[src/rtl/lock_uart_defs.sv]
// Shared UART definitions for the lock: receiver/transmitter state encodings
// and the default bit period for 9600 baud from the 12 MHz hwclk.
package lock_uart_defs;

    localparam int DEFAULT_CLKS_PER_BIT = 1250;

    typedef enum logic [2:0] {
        RX_IDLE      = 3'd0,
        RX_START     = 3'd1,
        RX_DATA      = 3'd2,
        RX_STOP      = 3'd3,
        RX_WAIT_HIGH = 3'd4
    } rx_state_e;

endpackage

[src/rtl/sync2.sv]
// Two-flop synchronizer for asynchronous inputs; resets to 1 so an idle-high
// line does not look like a falling edge coming out of reset.
module sync2 (
    input  logic clk_i,
    input  logic rst_n_i,
    input  logic d_i,
    output logic q_o
);

    logic meta_q;
    logic sync_q;

    always_ff @(posedge clk_i or negedge rst_n_i) begin
        if (!rst_n_i) begin
            meta_q <= 1'b1;
            sync_q <= 1'b1;
        end else begin
            meta_q <= d_i;
            sync_q <= meta_q;
        end
    end

    assign q_o = sync_q;

endmodule

[src/rtl/uart_rx_8n1.sv]
// 8N1 UART receiver with a one-entry holding register (valid/ready), plus
// one-cycle frame-error and overrun pulses.
module uart_rx_8n1
    import lock_uart_defs::*;
#(
    parameter int CLKS_PER_BIT = DEFAULT_CLKS_PER_BIT,
    parameter int HALF_BIT     = CLKS_PER_BIT / 2
) (
    input  logic       hwclk,
    input  logic       rst_n,
    input  logic       ftdi_rx,
    output logic [7:0] rx_data,
    output logic       rx_valid,
    input  logic       rx_ready,
    output logic       rx_busy,
    output logic       frame_err,
    output logic       overrun
);

    localparam int CNT_W = $clog2(CLKS_PER_BIT);
    localparam logic [CNT_W-1:0] CNT_HALF_LAST = CNT_W'(HALF_BIT - 1);
    localparam logic [CNT_W-1:0] CNT_BIT_LAST  = CNT_W'(CLKS_PER_BIT - 1);

    logic            rx_s;
    rx_state_e       state_q, state_d;
    logic [CNT_W-1:0] cnt_q, cnt_d;
    logic [2:0]      idx_q, idx_d;
    logic [7:0]      shift_q, shift_d;
    logic [7:0]      data_q, data_d;
    logic            valid_q, valid_d;
    logic            ferr_q, ferr_d;
    logic            ovr_q, ovr_d;
    logic            deliver;

    sync2 u_sync (
        .clk_i   (hwclk),
        .rst_n_i (rst_n),
        .d_i     (ftdi_rx),
        .q_o     (rx_s)
    );

    always_ff @(posedge hwclk or negedge rst_n) begin
        if (!rst_n) begin
            state_q <= RX_IDLE;
            cnt_q   <= '0;
            idx_q   <= '0;
            shift_q <= '0;
            data_q  <= '0;
            valid_q <= 1'b0;
            ferr_q  <= 1'b0;
            ovr_q   <= 1'b0;
        end else begin
            state_q <= state_d;
            cnt_q   <= cnt_d;
            idx_q   <= idx_d;
            shift_q <= shift_d;
            data_q  <= data_d;
            valid_q <= valid_d;
            ferr_q  <= ferr_d;
            ovr_q   <= ovr_d;
        end
    end

    // Frame sequencing: every sample point is the last count of its interval.
    always_comb begin
        state_d = state_q;
        cnt_d   = cnt_q;
        idx_d   = idx_q;
        shift_d = shift_q;
        deliver = 1'b0;
        ferr_d  = 1'b0;
        case (state_q)
            RX_IDLE: begin
                cnt_d = '0;
                if (!rx_s) begin
                    state_d = RX_START;
                end
            end
            RX_START: begin
                if (cnt_q == CNT_HALF_LAST) begin
                    cnt_d = '0;
                    idx_d = '0;
                    state_d = rx_s ? RX_IDLE : RX_DATA;
                end else begin
                    cnt_d = cnt_q + CNT_W'(1);
                end
            end
            RX_DATA: begin
                if (cnt_q == CNT_BIT_LAST) begin
                    shift_d[idx_q] = rx_s;
                    cnt_d = '0;
                    idx_d = idx_q + 3'd1;
                    if (idx_q == 3'd7) begin
                        state_d = RX_STOP;
                    end
                end else begin
                    cnt_d = cnt_q + CNT_W'(1);
                end
            end
            RX_STOP: begin
                if (cnt_q == CNT_BIT_LAST) begin
                    cnt_d = '0;
                    if (rx_s) begin
                        deliver = 1'b1;
                        state_d = RX_IDLE;
                    end else begin
                        ferr_d  = 1'b1;
                        state_d = RX_WAIT_HIGH;
                    end
                end else begin
                    cnt_d = cnt_q + CNT_W'(1);
                end
            end
            RX_WAIT_HIGH: begin
                cnt_d = '0;
                if (rx_s) begin
                    state_d = RX_IDLE;
                end
            end
            default: begin
                state_d = RX_IDLE;
                cnt_d   = '0;
            end
        endcase
    end

    // A byte consumed in the delivery cycle frees the slot for the new one.
    always_comb begin
        data_d  = data_q;
        valid_d = valid_q;
        ovr_d   = 1'b0;
        if (deliver) begin
            if (!valid_q || rx_ready) begin
                data_d  = shift_q;
                valid_d = 1'b1;
            end else begin
                ovr_d = 1'b1;
            end
        end else if (valid_q && rx_ready) begin
            valid_d = 1'b0;
        end
    end

    assign rx_data   = data_q;
    assign rx_valid  = valid_q;
    assign rx_busy   = (state_q != RX_IDLE);
    assign frame_err = ferr_q;
    assign overrun   = ovr_q;

endmodule

[config.mk]
export PLATFORM = sky130hd
export DESIGN_NAME = uart_rx_8n1
export DESIGN_NICKNAME = d
export VERILOG_FILES = /design/src/rtl/lock_uart_defs.sv /design/src/rtl/sync2.sv /design/src/rtl/uart_rx_8n1.sv
export SDC_FILE = /design/constraint.sdc
export NUM_CORES = 1
export LEC_CHECK = 0
export ABC_CLOCK_PERIOD_IN_PS = 6380
export CORE_MARGIN = 1
export CORE_UTILIZATION = 40
export CTS_CLUSTER_DIAMETER = 60
export CTS_CLUSTER_SIZE = 10
export DETAILED_ROUTE_END_ITERATION = 7
export HOLD_SLACK_MARGIN = 0.06
export SYNTH_ARGS = -nofsm -noshare
export SYNTH_HDL_FRONTEND = slang
export SYNTH_SLANG_ARGS = --single-unit
[constraint.sdc]
create_clock -name hwclk -period 6.38 [get_ports hwclk]
set_clock_uncertainty 0.2 [all_clocks]
set_input_delay 1.276 -clock hwclk [delete_from_list [all_inputs] [get_ports hwclk]]
set_output_delay 1.276 -clock hwclk [all_outputs]
set_load 0.05 [all_outputs]
==> results of run 1 <==
[layout by cell type (no fill, tap or decap), types with 2 or more instances in the layout]
cell type	count
dfrtp_1	36
nor2_1	15
clkdlybuf4s50_1	14
mux2_2	13
inv_1	10
nand3_1	9
xnor2_1	8
nand2_1	7
nor3_1	7
clkbuf_8	6
nor4_1	5
o21ai_0	5
ha_1	5
nand4_1	3
mux2_1	3
and3_1	2
a2bb2oi_1	2
nor4b_1	2
dfstp_2	2
[report_power, final]
group,leakage [nW],switching [mW],internal [mW]
registers,0.509,0.00125,0.242
clock network,0.0472,0.0794,0.0867
logic,0.353,0.00451,0.00156
[cell type report]
class	count	area, um^2
Multi-Input combinational cell	103	769
Sequential cell	38	953
Fill cell	391	2080
Clock inverter	2	12.5
Clock buffer	6	82.6
Tap cell	50	62.6
Timing Repair Buffer	15	145
Inverter	10	37.5
[flip-flops by register name, indices dropped and copies added, names as in the netlist]
register,cells
state_q,3
u_sync.q_o,1
frame_err,1
rx_valid,1
rx_data,8
shift_q,8
idx_q,3
u_sync.meta_q,1
cnt_q,11
overrun,1
[kinds of logic after synthesis]
| logic type | after synthesis | share of synthesized area [%] |
|---|---|---|
| AOI/OAI and AO/OA | 10 | 3.58 |
| xor gates and xnor gates | 9 | 4.42 |
| adders and majority gates | 5 | 3.51 |
| buffers and inverters | 13 | 3.37 |
| DFF | 38 | 53.5 |
| muxes | 16 | 10.1 |
| and+or+nand+nor | 63 | 21.5 |
[metrics by stage]
step	worst slack [ns]	hold WS, ns
2_1_floorplan	3.82	0.145
3_3_place_gp	3.27	0.146
5_1_grt	2.87	0.157
4_1_cts	2.93	0.157
3_5_place_dp	3.23	0.147
6_report	2.94	0.153
[worst paths after layout]
check                              start          to  slack [ns]  cells past startpoint
setup / recovery              state_q[2]     rx_busy        2.94                      2
hold / removal             u_sync.meta_q  u_sync.q_o        0.15                      0
setup reg to reg                cnt_q[1]    cnt_q[5]        3.91                      6
hold reg to reg            u_sync.meta_q  u_sync.q_o        0.15                      0
max in group asynchronous          rst_n    idx_q[1]        4.57                      1
min in group asynchronous          rst_n    cnt_q[5]        0.89                      1
[metal layers]
metal / routed length, um / vias to the layer above / track usage (%)
li1: - / 582 / -
met1: 1490 / 582 / 20.6
met2: 1440 / 18 / 24.3
met3: 75 / 4 / 4.93
met4: 34 / 0 / 6.12
met5: 0 / - / 0
[worst max-delay path, cell delays in order (launching register included)]
cell and delay [ns]:
dfrtp_1 0.46, or3_2 0.52, clkdlybuf4s50_1 0.71
==> impl_metrics.py, run 1 <==
metrics = {
    "run_status": {
        "status": "completed",
    },
    "clock_network": {
        "cts_tree": "yes",
        "clock_path_buffers": 2,
        "cts_root_buffer": "clkbuf_8",
        "hold_buffers": 0,
        "clk_latency_ns": 0.28,
        "cts_setup_buffers": 0,
        "cts_resized": 0,
        "htreeDepth": 2,
        "cts_buffers": 5,
        "path_clk_slew_ns": 0.07,
        "numClockSinks": 38,
    },
    "timing": {
        "period_needed_ns": 3.44,
        "grt_setup_unrepaired": "no",
        "maxSlewHeadroom_pct": 38.5,
        "hold_violations": 0,
        "worst_pin_slew_ns": 0.922,
        "fmax_ghz": 0.290,
        "finalCritPeriodShare_pct": 54.0,
        "slew_violations": 0,
        "fin_tns_setup_ns": 0,
        "setup_violations": 0,
    },
    "global_route": {
        "grt_pass1_vias": 1166,
        "grt_usage_pct": 15.7,
        "antenna_found_initial": 0,
        "grt_max_degree": 39,
        "grt_first_pass_wirelength_um": 5370,
        "grt_overflow": 0,
    },
    "routing": {
        "via_per_inst": 5.29,
        "drc_errors": 0,
        "firstDrtPassIters": 4,
        "first_iter_violations": 90,
        "vias": 1186,
        "wl_per_cell_um": 13.6,
        "drtAntennaViolNets": 0,
        "wl_um": 3040,
    },
    "synth": {
        "synth-seq-area-share_pct": 53.5,
        "synth_edf_count": 0,
        "synth_cell_types": 37,
        "synth-seq-cells": 38,
        "syn_avg_cell_area_um2": 11.6,
        "synthTopCellsByCount": "dfrtp_1, nor2_1, mux2_2",
        "yosys.cell_count.top_type": "dfrtp_1",
        "yosys_warnings": 0,
        "synth_nets": 163,
        "ys.flop_type": "dfrtp_1",
        "async_flop_share_pct": 100,
        "synth_top_area_share_pct": 50.5,
        "yosys.area.top_type": "dfrtp_1",
        "syn_inst": 154,
        "syn_area_mm2": 0.00178,
        "yosys-top-cells-area": "dfrtp_1, mux2_2, xnor2_1",
    },
    "power_and_ir_drop": {
        "p_per_area_mw_per_mm2": 201,
        "total_power_uw": 415,
        "power.leakage_nw": 0.909,
        "vdd_drop_max_v": 0.000112,
    },
    "floorplan": {
        "core-area_mm2": 0.00414,
        "fp-row-count": 23,
        "start_util_pct": 43.0,
        "pin_count": 16,
        "die_w_um": 68.8,
        "die_h_um": 68.8,
        "die-area_mm2": 0.00473,
    },
    "cells_and_area": {
        "fin_nets": 182,
        "final_util_pct": 49.8,
        "fin_area_mm2": 0.00206,
        "diodes": 0,
        "drive_gt1_share_pct": 17.8,
        "area_delta_synth_final_pct": 15.7,
        "final_cells": 224,
    },
    "worst_setup_path": {
        "arrival_ns": 1.97,
        "startpoint_type": "register",
        "critPathMaxFanout": 7,
        "path_class": "register to primary output",
        "cp.required_ns": 4.90,
        "end_kind": "primary output",
    },
    "place": {
        "gp_congestion": 0.783,
        "place_inst": 216,
        "place_hpwl_um": 2150,
        "placed_cell_area_mm2": 0.00197,
        "io_buffers": 15,
    },
    "hold_path": {
        "worstHoldPathType": "register to register",
    },
    "run": {
        "cap_violations": 0,
    },
}
(Power assumes the default switching activity.)
==> run 2, diff against run 1 <==
--- a/config.mk
+++ b/config.mk
@@ -5,7 +5,7 @@
 export SDC_FILE = /design/constraint.sdc
 export NUM_CORES = 1
 export LEC_CHECK = 0
-export ABC_CLOCK_PERIOD_IN_PS = 6380
+export ABC_CLOCK_PERIOD_IN_PS = 3600
 export CORE_MARGIN = 1
 export CORE_UTILIZATION = 40
 export CTS_CLUSTER_DIAMETER = 60
==> constraint.sdc (replaced) <==
create_clock -name hwclk -period 3.6 [get_ports hwclk]
set_clock_uncertainty 0.2 [all_clocks]
set_input_delay 0.72 -clock hwclk [delete_from_list [all_inputs] [get_ports hwclk]]
set_output_delay 0.72 -clock hwclk [all_outputs]
set_load 0.05 [all_outputs]
==> run 2 against run 1 <==
Against the previous run: sequential power rose by 77%; register-to-register slack lost 2.8 ns; sequential cell count is the same; routed wire length rose by 2.6%; clock-buffer cell count unchanged; critical endpoint unchanged; largest power group unchanged.
==> impl_metrics.py, run 2 (synthesized netlist as in run 1, its figures left out) <==
metrics = {
    "global_route": {
        "grt_pass1_vias": 1191,
        "antenna_found_initial": 0,
        "grt_first_pass_wirelength_um": 5620,
        "grt_usage_pct": 16.5,
        "grt_max_degree": 39,
        "grt_overflow": 0,
    },
    "floorplan": {
        "start_util_pct": 43.0,
        "die_h_um": 68.8,
        "die_w_um": 68.8,
        "die-area_mm2": 0.00473,
        "fp-row-count": 23,
        "pin_count": 16,
        "core-area_mm2": 0.00414,
    },
    "clock_network": {
        "path_clk_slew_ns": 0.07,
        "cts_root_buffer": "clkbuf_8",
        "hold_buffers": 0,
        "cts_resized": 0,
        "clock_path_buffers": 2,
        "cts_buffers": 5,
        "htreeDepth": 2,
        "clk_latency_ns": 0.29,
        "cts_setup_buffers": 0,
        "numClockSinks": 38,
        "cts_tree": "yes",
    },
    "timing": {
        "fmax_ghz": 0.345,
        "setup_violations": 0,
        "hold_violations": 0,
        "period_needed_ns": 2.89,
        "fin_tns_setup_ns": 0,
        "timing.final.ws_setup_ns": 0.705,
        "grt_setup_unrepaired": "no",
        "maxSlewHeadroom_pct": 41.0,
        "whs_ns": 0.161,
        "worst_pin_slew_ns": 0.884,
        "slew_violations": 0,
        "finalCritPeriodShare_pct": 80.4,
    },
    "worst_setup_path": {
        "crit_family": "buffers and inverters",
        "path_buf_inv": 1,
        "startpoint_type": "register",
        "end_kind": "primary output",
        "path_class": "register to primary output",
        "slowest_stage": "clkdlybuf4s50_1",
        "cp.required_ns": 2.68,
        "max_stage_delay_ns": 0.71,
        "arrival_ns": 1.97,
        "crit_chain": "or3_2 > clkdlybuf4s50_1",
        "critPathMaxFanout": 7,
    },
    "run_status": {
        "status": "completed",
    },
    "cells_and_area": {
        "diodes": 0,
        "largest-register": "cnt_q",
        "fillers": 388,
        "fin_nets": 182,
        "final_cell_mix": "dfrtp_1, nor2_1, clkdlybuf4s50_1, mux2_2, inv_1",
        "fin_area_mm2": 0.00206,
        "drive_gt1_share_pct": 17.8,
        "largest_register_ffs": 11,
        "area_delta_synth_final_pct": 15.7,
        "layout_commonest_cell": "dfrtp_1",
    },
    "place": {
        "dp_slack_ns": 1.01,
        "placed_cell_area_mm2": 0.00197,
        "io_buffers": 15,
        "place_hpwl_um": 2170,
        "gp_congestion": 0.845,
    },
    "power_and_ir_drop": {
        "p_per_area_mw_per_mm2": 359,
        "power.leakage_nw": 0.909,
        "vdd_drop_max_v": 0.000152,
    },
    "routing": {
        "first_iter_violations": 49,
        "via_per_inst": 5.26,
        "drtAntennaViolNets": 0,
        "drc_errors": 0,
        "firstDrtPassIters": 4,
        "wl_um": 3120,
        "vias": 1178,
        "wl_per_cell_um": 13.9,
    },
    "hold_path": {
        "worstHoldPathType": "register to register",
    },
    "run": {
        "cap_violations": 0,
    },
}
run 2: final cells by class:
cell class	instances	area [um^2]	area share [%]
Sequential cell	38	953	46.2
Multi-Input combinational cell	103	769	37.3
Timing Repair Buffer	15	145	7.03
Clock buffer	6	82.6	4.00
Tap cell	50	62.6	3.03
Inverter	10	37.5	1.82
Clock inverter	2	12.5	0.606
run 2: worst register-to-register path, stage by stage (launching register included):
cell      delay (ns)
dfrtp_1         0.43
inv_1           0.10
ha_1            0.14
and4bb_2        0.31
nand3_1         0.26
a32oi_1         0.77
nor2_1          0.12
run 2: path summary, 6_finish.rpt:
| check | from | end | slack, ns | cells past startpoint |
|---|---|---|---|---|
| setup / recovery | state_q[2] | rx_busy | 0.71 | 2 |
| hold / removal | u_sync.meta_q | u_sync.q_o | 0.16 | 0 |
| setup reg to reg | cnt_q[1] | cnt_q[9] | 1.12 | 6 |
| hold reg to reg | u_sync.meta_q | u_sync.q_o | 0.16 | 0 |
| max in group asynchronous | rst_n | shift_q[5] | 2.36 | 1 |
| min in group asynchronous | rst_n | cnt_q[10] | 0.33 | 1 |
run 2: per-stage QoR:
step                      power (mW)  instances  util, %
after floorplan                0.439        154        -
after global placement         0.451        216     47.5
after detailed placement       0.451        216     47.5
after CTS                      0.752        224     49.8
after global routing           0.774        224     49.8
final                          0.741        224     49.8
run 2: metal layers:
metal | up-vias | wire length [um] | track usage, %
met5 | - | 0 | 0
met4 | 0 | 62 | 6.89
met3 | 6 | 123 | 4.93
met2 | 25 | 1460 | 25.4
met1 | 567 | 1470 | 21.6
li1 | 580 | - | -
run 2: power by group:
group | total (mW) | switching, mW | internal, mW
sequential | 0.431 | 0.00231 | 0.429
combinational | 0.0108 | 0.00799 | 0.00277
clock | 0.299 | 0.145 | 0.154
total | 0.741 | 0.155 | 0.585
